[src/rtl/ctl_enemy_fire_sched_pkg.sv]
// Shared definitions for the enemy fire scheduler: FSM state encodings,
// position width, enemy table limit, LFSR seed/taps and a divider-free
// modulo helper used when the randomised start pointer is built in.
package ctl_enemy_fire_sched_pkg;

    localparam int          POS_W     = 11;
    localparam int          MAX_EN    = 16;
    localparam logic [15:0] LFSR_SEED = 16'hACE1;
    // Taps 16,14,13,11 -> bit positions 15,13,12,10
    localparam logic [15:0] LFSR_TAPS = 16'hB400;

    typedef enum logic [2:0] {
        ST_IDLE  = 3'd0,
        ST_COOL  = 3'd1,
        ST_SCAN  = 3'd2,
        ST_ISSUE = 3'd3,
        ST_HOLD  = 3'd4
    } fire_state_e;

    // Remainder of v / n using a restoring compare/subtract ladder (no divider)
    function automatic logic [15:0] mod_by_n(input logic [15:0] v, input int unsigned n);
        logic [31:0] rem;
        rem = {16'd0, v};
        for (int k = 15; k >= 0; k--) begin
            if (rem >= (32'(n) << k)) rem = rem - (32'(n) << k);
        end
        return rem[15:0];
    endfunction

endpackage

[src/rtl/ctl_enemy_fire_sched_lfsr_16.sv]
// 16-bit Fibonacci LFSR (taps 16,14,13,11), seeded at reset, steps when en=1.
// Only compiled in when ENEMY_FIRE_RANDOM_EN is defined, so the default build
// carries no LFSR flops at all.
`ifdef ENEMY_FIRE_RANDOM_EN
module lfsr_16
    import ctl_enemy_fire_sched_pkg::*;
(
    input  logic        pclk,
    input  logic        rst,
    input  logic        en,
    output logic [15:0] q
);

    // Shift left, feedback parity of the tapped bits enters at bit 0
    always_ff @(posedge pclk) begin
        if (!rst) begin
            q <= LFSR_SEED;
        end else if (en) begin
            q <= {q[14:0], ^(q & LFSR_TAPS)};
        end
    end

endmodule
`endif

[src/rtl/ctl_enemy_fire_sched.sv]
// Enemy fire scheduler: round-robin scan of the enemy table gated by a
// cooldown timer; issues a 1-cycle fire pulse to the lowest free missile slot
// and holds that slot's launch x/y until the slot is fired again.
// Optional feature macro: ENEMY_FIRE_RANDOM_EN (LFSR-randomised scan start).
//
// Handshake: fire[s] is a single-cycle strobe, only ever raised while
// slot_busy[s]==0 in that same cycle; the slot accepts it unconditionally and
// samples slot_xpos/slot_ypos one cycle later, which HOLD keeps stable.
module ctl_enemy_fire_sched
    import ctl_enemy_fire_sched_pkg::*;
#(
    parameter int N_EN        = 8,
    parameter int N_SLOT      = 2,
    parameter int FIRE_PERIOD = 90000,
    parameter int X_OFFSET    = 24,
    parameter int Y_OFFSET    = 64
) (
    input  logic                    pclk,
    input  logic                    rst,
    input  logic                    enable,
    input  logic [N_EN-1:0]         enemy_alive,
    input  logic [POS_W*N_EN-1:0]   enemy_xpos,
    input  logic [POS_W*N_EN-1:0]   enemy_ypos,
    input  logic [N_SLOT-1:0]       slot_busy,
    output logic [N_SLOT-1:0]       fire,
    output logic [POS_W*N_SLOT-1:0] slot_xpos,
    output logic [POS_W*N_SLOT-1:0] slot_ypos,
    output logic [3:0]              last_id,
    output fire_state_e             state_dbg
);

    localparam int PW = (N_EN > 1) ? $clog2(N_EN) : 1;
    localparam int CW = $clog2(FIRE_PERIOD + 1);
    localparam int IW = $clog2(MAX_EN);
    localparam logic [CW-1:0]    COOL_MAX = CW'(FIRE_PERIOD);
    localparam logic [PW-1:0]    LAST_EN  = PW'(N_EN - 1);
    localparam logic [POS_W-1:0] X_ADD    = POS_W'(X_OFFSET);
    localparam logic [POS_W-1:0] Y_ADD    = POS_W'(Y_OFFSET);

    fire_state_e      state_q, state_d;
    logic [CW-1:0]    cool_q, cool_d, cool_inc;
    logic [PW-1:0]    ptr_q, ptr_d;
    logic [PW-1:0]    cand_q, cand_d;
    logic [PW-1:0]    dead_q, dead_d;
    logic             hold_q, hold_d;
    logic [IW-1:0]    last_q, last_d;
    logic [N_SLOT-1:0] free_oh;
    logic [POS_W-1:0] slot_x_q [N_SLOT];
    logic [POS_W-1:0] slot_x_d [N_SLOT];
    logic [POS_W-1:0] slot_y_q [N_SLOT];
    logic [POS_W-1:0] slot_y_d [N_SLOT];
    logic [POS_W-1:0] en_x [N_EN];
    logic [POS_W-1:0] en_y [N_EN];

`ifdef ENEMY_FIRE_RANDOM_EN
    logic [15:0] lfsr_q;

    lfsr_16 u_lfsr (
        .pclk (pclk),
        .rst  (rst),
        .en   (1'b1),
        .q    (lfsr_q)
    );
`endif

    // Fixed-priority find-first-zero: one-hot of the lowest free slot, or 0
    function automatic logic [N_SLOT-1:0] first_free(input logic [N_SLOT-1:0] busy);
        logic [N_SLOT-1:0] oh;
        oh = '0;
        for (int s = N_SLOT - 1; s >= 0; s--) begin
            if (!busy[s]) begin
                oh    = '0;
                oh[s] = 1'b1;
            end
        end
        return oh;
    endfunction

    function automatic logic [PW-1:0] ptr_next(input logic [PW-1:0] p);
        return (p == LAST_EN) ? '0 : p + 1'b1;
    endfunction

    for (genvar i = 0; i < N_EN; i++) begin : g_en
        assign en_x[i] = enemy_xpos[POS_W*i +: POS_W];
        assign en_y[i] = enemy_ypos[POS_W*i +: POS_W];
    end

    for (genvar s = 0; s < N_SLOT; s++) begin : g_slot
        assign slot_xpos[POS_W*s +: POS_W] = slot_x_q[s];
        assign slot_ypos[POS_W*s +: POS_W] = slot_y_q[s];
    end

    assign last_id   = 4'(last_q);
    assign state_dbg = state_q;

    // Next-state, datapath updates and the fire strobe
    always_comb begin
        state_d  = state_q;
        cool_d   = cool_q;
        ptr_d    = ptr_q;
        cand_d   = cand_q;
        dead_d   = dead_q;
        hold_d   = hold_q;
        last_d   = last_q;
        slot_x_d = slot_x_q;
        slot_y_d = slot_y_q;
        fire     = '0;
        free_oh  = first_free(slot_busy);
        cool_inc = (cool_q == COOL_MAX) ? COOL_MAX : cool_q + 1'b1;

        if (!enable) begin
            state_d = ST_IDLE;
        end else begin
            case (state_q)
                ST_IDLE: begin
                    state_d = ST_COOL;
                    cool_d  = '0;
                end
                ST_COOL: begin
                    // Saturates; with every slot busy we wait here without losing the shot
                    cool_d = cool_inc;
                    if (cool_inc == COOL_MAX && !(&slot_busy)) begin
                        state_d = ST_SCAN;
                        dead_d  = '0;
`ifdef ENEMY_FIRE_RANDOM_EN
                        ptr_d   = PW'(mod_by_n(lfsr_q, N_EN));
`else
                        ptr_d   = ptr_q;
`endif
                    end
                end
                ST_SCAN: begin
                    if (enemy_alive[ptr_q]) begin
                        cand_d  = ptr_q;
                        state_d = ST_ISSUE;
                    end else begin
                        ptr_d = ptr_next(ptr_q);
                        if (dead_q == LAST_EN) begin
                            state_d = ST_COOL;
                            cool_d  = '0;
                        end else begin
                            dead_d = dead_q + 1'b1;
                        end
                    end
                end
                ST_ISSUE: begin
                    // Slot choice uses live busy bits so a slot taken since SCAN is skipped
                    if (|free_oh) begin
                        fire = free_oh;
                        for (int s = 0; s < N_SLOT; s++) begin
                            if (free_oh[s]) begin
                                slot_x_d[s] = en_x[cand_q] + X_ADD;
                                slot_y_d[s] = en_y[cand_q] + Y_ADD;
                            end
                        end
                        last_d  = IW'(cand_q);
                        ptr_d   = ptr_next(cand_q);
                        hold_d  = 1'b0;
                        state_d = ST_HOLD;
                    end else begin
                        // Cooldown is still saturated, so COOL retries as soon as a slot frees
                        state_d = ST_COOL;
                    end
                end
                ST_HOLD: begin
                    if (hold_q) begin
                        state_d = ST_COOL;
                        cool_d  = '0;
                    end else begin
                        hold_d = 1'b1;
                    end
                end
                default: state_d = ST_IDLE;
            endcase
        end
    end

    // State and datapath registers with synchronous active-low reset
    always_ff @(posedge pclk) begin
        if (!rst) begin
            state_q <= ST_IDLE;
            cool_q  <= '0;
            ptr_q   <= '0;
            cand_q  <= '0;
            dead_q  <= '0;
            hold_q  <= 1'b0;
            last_q  <= '0;
            for (int s = 0; s < N_SLOT; s++) begin
                slot_x_q[s] <= '0;
                slot_y_q[s] <= '0;
            end
        end else begin
            state_q  <= state_d;
            cool_q   <= cool_d;
            ptr_q    <= ptr_d;
            cand_q   <= cand_d;
            dead_q   <= dead_d;
            hold_q   <= hold_d;
            last_q   <= last_d;
            slot_x_q <= slot_x_d;
            slot_y_q <= slot_y_d;
        end
    end

endmodule
[config.mk]
export PLATFORM = sky130hd
export DESIGN_NAME = ctl_enemy_fire_sched
export DESIGN_NICKNAME = d
export VERILOG_FILES = /design/src/rtl/ctl_enemy_fire_sched_pkg.sv /design/src/rtl/ctl_enemy_fire_sched_lfsr_16.sv /design/src/rtl/ctl_enemy_fire_sched.sv
export SDC_FILE = /design/constraint.sdc
export NUM_CORES = 1
export LEC_CHECK = 0
export BUFFER_PORTS_ARGS = -buffer_cell sky130_fd_sc_hd__buf_4
export CORE_MARGIN = 2
export CORE_UTILIZATION = 45
export DETAILED_ROUTE_END_ITERATION = 8
export PLACE_DENSITY = 0.79
export SETUP_SLACK_MARGIN = 0.4
export SYNTH_ARGS = -nofsm -noshare
export SYNTH_HDL_FRONTEND = slang
export SYNTH_SLANG_ARGS = --single-unit
[constraint.sdc]
create_clock -name pclk -period 3.1 [get_ports pclk]
set_input_delay 0.155 -clock pclk [delete_from_list [all_inputs] [get_ports pclk]]
set_output_delay 0.155 -clock pclk [all_outputs]
set_load 0.005 [all_outputs]
==> run summary <==
RSZ-0062 raised after global routing -> false
Register area -> 1550 um^2
Comb power frac -> 14.5%
Max transition margin -> 53.4%
CTS Hold Bufs -> 0
Post-Synth Adder-Cell Area -> 2.33%
Overall routing resource usage -> 28.0%
DRC Markers -> 5
DRT antenna net count -> 0
R2R Path End -> slot_ypos[10]
Minimum clock period -> 2530 ps
Initial Util -> 46.6%
# clock sinks -> 77
Setup CP Type -> reg -> out
Clock network power share -> 46.8%
WHS Endpoint -> state_dbg[2]
CTS tree -> yes
Clock Root Buffer -> clkbuf_16
Cell depth of the worst min-delay path -> 3
Cell count of the worst reg-to-reg path -> 9
Flop2flop setup slack -> 660 ps
Slew Limit Fails -> 0
Clk_lat worst skew -> 330 ps
1st-pass router iterations -> 7
Yosys warning count -> 0
Die Ht -> 113 um
Share of the core filled with cells -> 65.8%
Startpoint types -> flop
Flop and latch count out of synthesis -> 77
Initial antenna violation count -> 0
Pin count of the biggest net entering global routing -> 56
Routability cong. -> 0.954
Synth top area share -> 28.7%
Worst-path clk slew -> 60 ps
CTS Buf Count -> 9
WL/cell -> 19.7 um
Die width -> 113 um
# Post-CTS Setup Buffers -> 0
Number of I/O port buffers -> 240
Initial drt markers -> 438
CP arrival -> 2380 ps
H-tree depth -> 3
Row cnt -> 39
Pwr per Cell Area -> 341 nW/um^2
Distinct cell type count after synthesis -> 60
CTS-repair resized insts -> 0
Simple-gate area share of the yosys netlist -> 20.0%
DIE AREA -> 12,800 um^2
Worst EP required -> 2940 ps
Multi-input gate area -> 3600 um^2
First-pass GRT wire length -> 28.3 mm
Switching power of the nets -> 0.552 mW
Core area -> 11,500 um^2
Placed insts -> 918
Sequential fraction of design power -> 38.6%
Share of async-settable or async-resettable flops after synthesis -> 0%
Io pins -> 242
Mapped Avg Cell Area -> 9.49 um^2
Crit-path max FO -> 31
Internal power -> 2.03 mW
Max-cap viol count -> 0
Design Power -> 2.58 mW
Seq/Total Area, Yosys -> 28.7%
Static Leak -> 3.49 nW
Total global routing overflow -> 0
Area grow syn2layout -> 41.1%
Layout cell share with drive strength beyond 1 -> 42.9%
Status -> finished with violations
Hold Fails Final Rpt -> 0
Failing checks -> design-rule violations
Largest cells by area after synthesis -> dfxtp_1, mux4_2, nand2_1
Clk buf depth -> 2
Vias -> 5,509
Compound-cell area share of the yosys netlist -> 16.9%
Peak Freq -> 395 MHz
Final setup viols -> 0
Post-synth EDFFs -> 0
Syn nets -> 765
Post-Layout Cell Count -> 934
Main combinational cell family by area after synthesis -> multiplexers
Hold Startpoint -> enable
Xor and xnor fraction of the mapped netlist area -> 1.47%
CP Capture Type -> output port
Layout Nets -> 985
Cell count after synthesis -> 566
Final HPWL DP -> 14.8 mm
Total negative slack -> 0 ps
Mapped Area -> 5370 um^2
Reg2reg start -> cand_q[1]
Switch share -> 21.4%
Tightest Hold Check Type -> in -> reg
Mux cell area share after synthesis -> 26.2%
Largest area contributor in the netlist -> dfxtp_1
Total Wirelength -> 18.4 mm
Worst vdd ir -> 0.278 mV
Number of global-route vias before repair -> 5,482
# fillers -> 969
Period utilization -> 81.7%
Worst-Margin Slew -> 699 ps
Ys flop type -> dfxtp_1
Setup Skew -> 5.05 ps
Routed vias/inst -> 5.90
N_diodes -> 0
-- per-layer routing --
metal	track usage [%]	part of all wire [%]	routed length [um]	up-vias
met1	36.9	41	7600	2666
met4	9.84	2.5	450	0
met5	0	0	0	-
met2	46.1	49	9040	238
met3	5.57	6.9	1270	31
li1	-	-	-	2574
-- critical path, cell delays in order, from the launching register on --
cell      delay, ps
dfxtp_1         550
nand4b_1        190
or3b_2          670
inv_1           130
buf_4           310
buf_4           180
-- registers in the layout, indices dropped and copies added, names as in the netlist --
| signal | cells |
|---|---|
| ptr_q | 3 |
| dead_q | 3 |
| slot_xpos | 22 |
| cool_q | 17 |
| hold_q | 1 |
| slot_ypos | 22 |
| cand_q | 3 |
| last_id | 3 |
| state_dbg | 3 |
-- how the worst max path moves through the flow --
stage | depth (start not counted) | from | end
global route | 5 | state_dbg[1] | fire[1]
detailed placement | 8 | cand_q[1] | slot_xpos[20]
finish | 5 | state_dbg[1] | fire[1]
global placement | 8 | cand_q[1] | slot_xpos[20]
CTS | 5 | state_dbg[0] | fire[1]
floorplan | 11 | cand_q[1] | slot_xpos[9]
-- per-stage QoR --
stage / setup slack (ps) / hold WS [ps] / cell area, um^2
2_1_floorplan: 496 / 313 / 5370
3_3_place_gp: 789 / 439 / 7230
3_5_place_dp: 681 / 451 / 7230
4_1_cts: 475 / 136 / 7570
5_1_grt: 403 / 165 / 7580
6_report: 568 / 145 / 7580
-- power by group through the flow --
| stage | Combinational [mW] | Sequential, mW | Clock [mW] |
|---|---|---|---|
| finish | 0.375 | 0.998 | 1.21 |
| global route | 0.402 | 0.998 | 1.27 |
| CTS | 0.371 | 0.997 | 1.23 |
| detailed placement | 0.370 | 1.02 | 0 |
| global placement | 0.361 | 1.02 | 0 |
| floorplan | 0.143 | 1.02 | 0 |
-- cell families after synthesis --
family          Yosys count
simple gates            219
compound gates          121
mux                      79
flops                    77
buf+inv                  50
fa+ha+maj                10
xor+xnor                  9
other cells               1
-- cell usage in the layout, fill, tap and decap left out, drive strengths merged, types with 3 or more instances in the layout --
master / instances
a41o: 3
or3b: 3
or3: 9
o311ai: 3
nand3: 21
and2: 4
a21boi: 20
buf: 250
o221a: 3
xnor2: 5
mux4: 48
nand4: 12
nor3: 11
nand2b: 7
a31oi: 7
nand3b: 4
o211a: 25
bufinv: 3
nor2b: 11
nand2: 91
o21ai: 24
mux2i: 29
ha: 10
o31ai: 3
inv: 9
or2: 5
clkbuf: 12
dfxtp: 77
nor2: 31
a21oi: 20
xor2: 4
-- cell usage after synthesis, drive strengths merged (4+ instances only) --
| master | count |
|---|---|
| mux2i | 29 |
| dfxtp | 77 |
| xor2 | 4 |
| nor3 | 11 |
| nor2 | 31 |
| o21ai | 24 |
| nand2b | 7 |
| nand4 | 12 |
| and2 | 4 |
| buf | 23 |
| mux4 | 48 |
| a21oi | 20 |
| xnor2 | 5 |
| nor2b | 11 |
| inv | 9 |
| o211a | 25 |
| or3 | 9 |
| clkbuf | 18 |
| nand3b | 4 |
| ha | 10 |
| nand3 | 21 |
| a31oi | 7 |
| a21boi | 20 |
| nand2 | 91 |
| or2 | 5 |
-- cell type report --
| cell class | count | share of cell area [%] |
|---|---|---|
| sequential | 77 | 20.4 |
| timing repair buffer | 250 | 24.8 |
| tap | 143 | 2.36 |
| clock inverter | 4 | 1.25 |
| multi-input combinational | 439 | 47.5 |
| inverter | 9 | 0.446 |
| clock buffer | 12 | 3.25 |
Note: power is estimated with default switching activity, not from simulation.
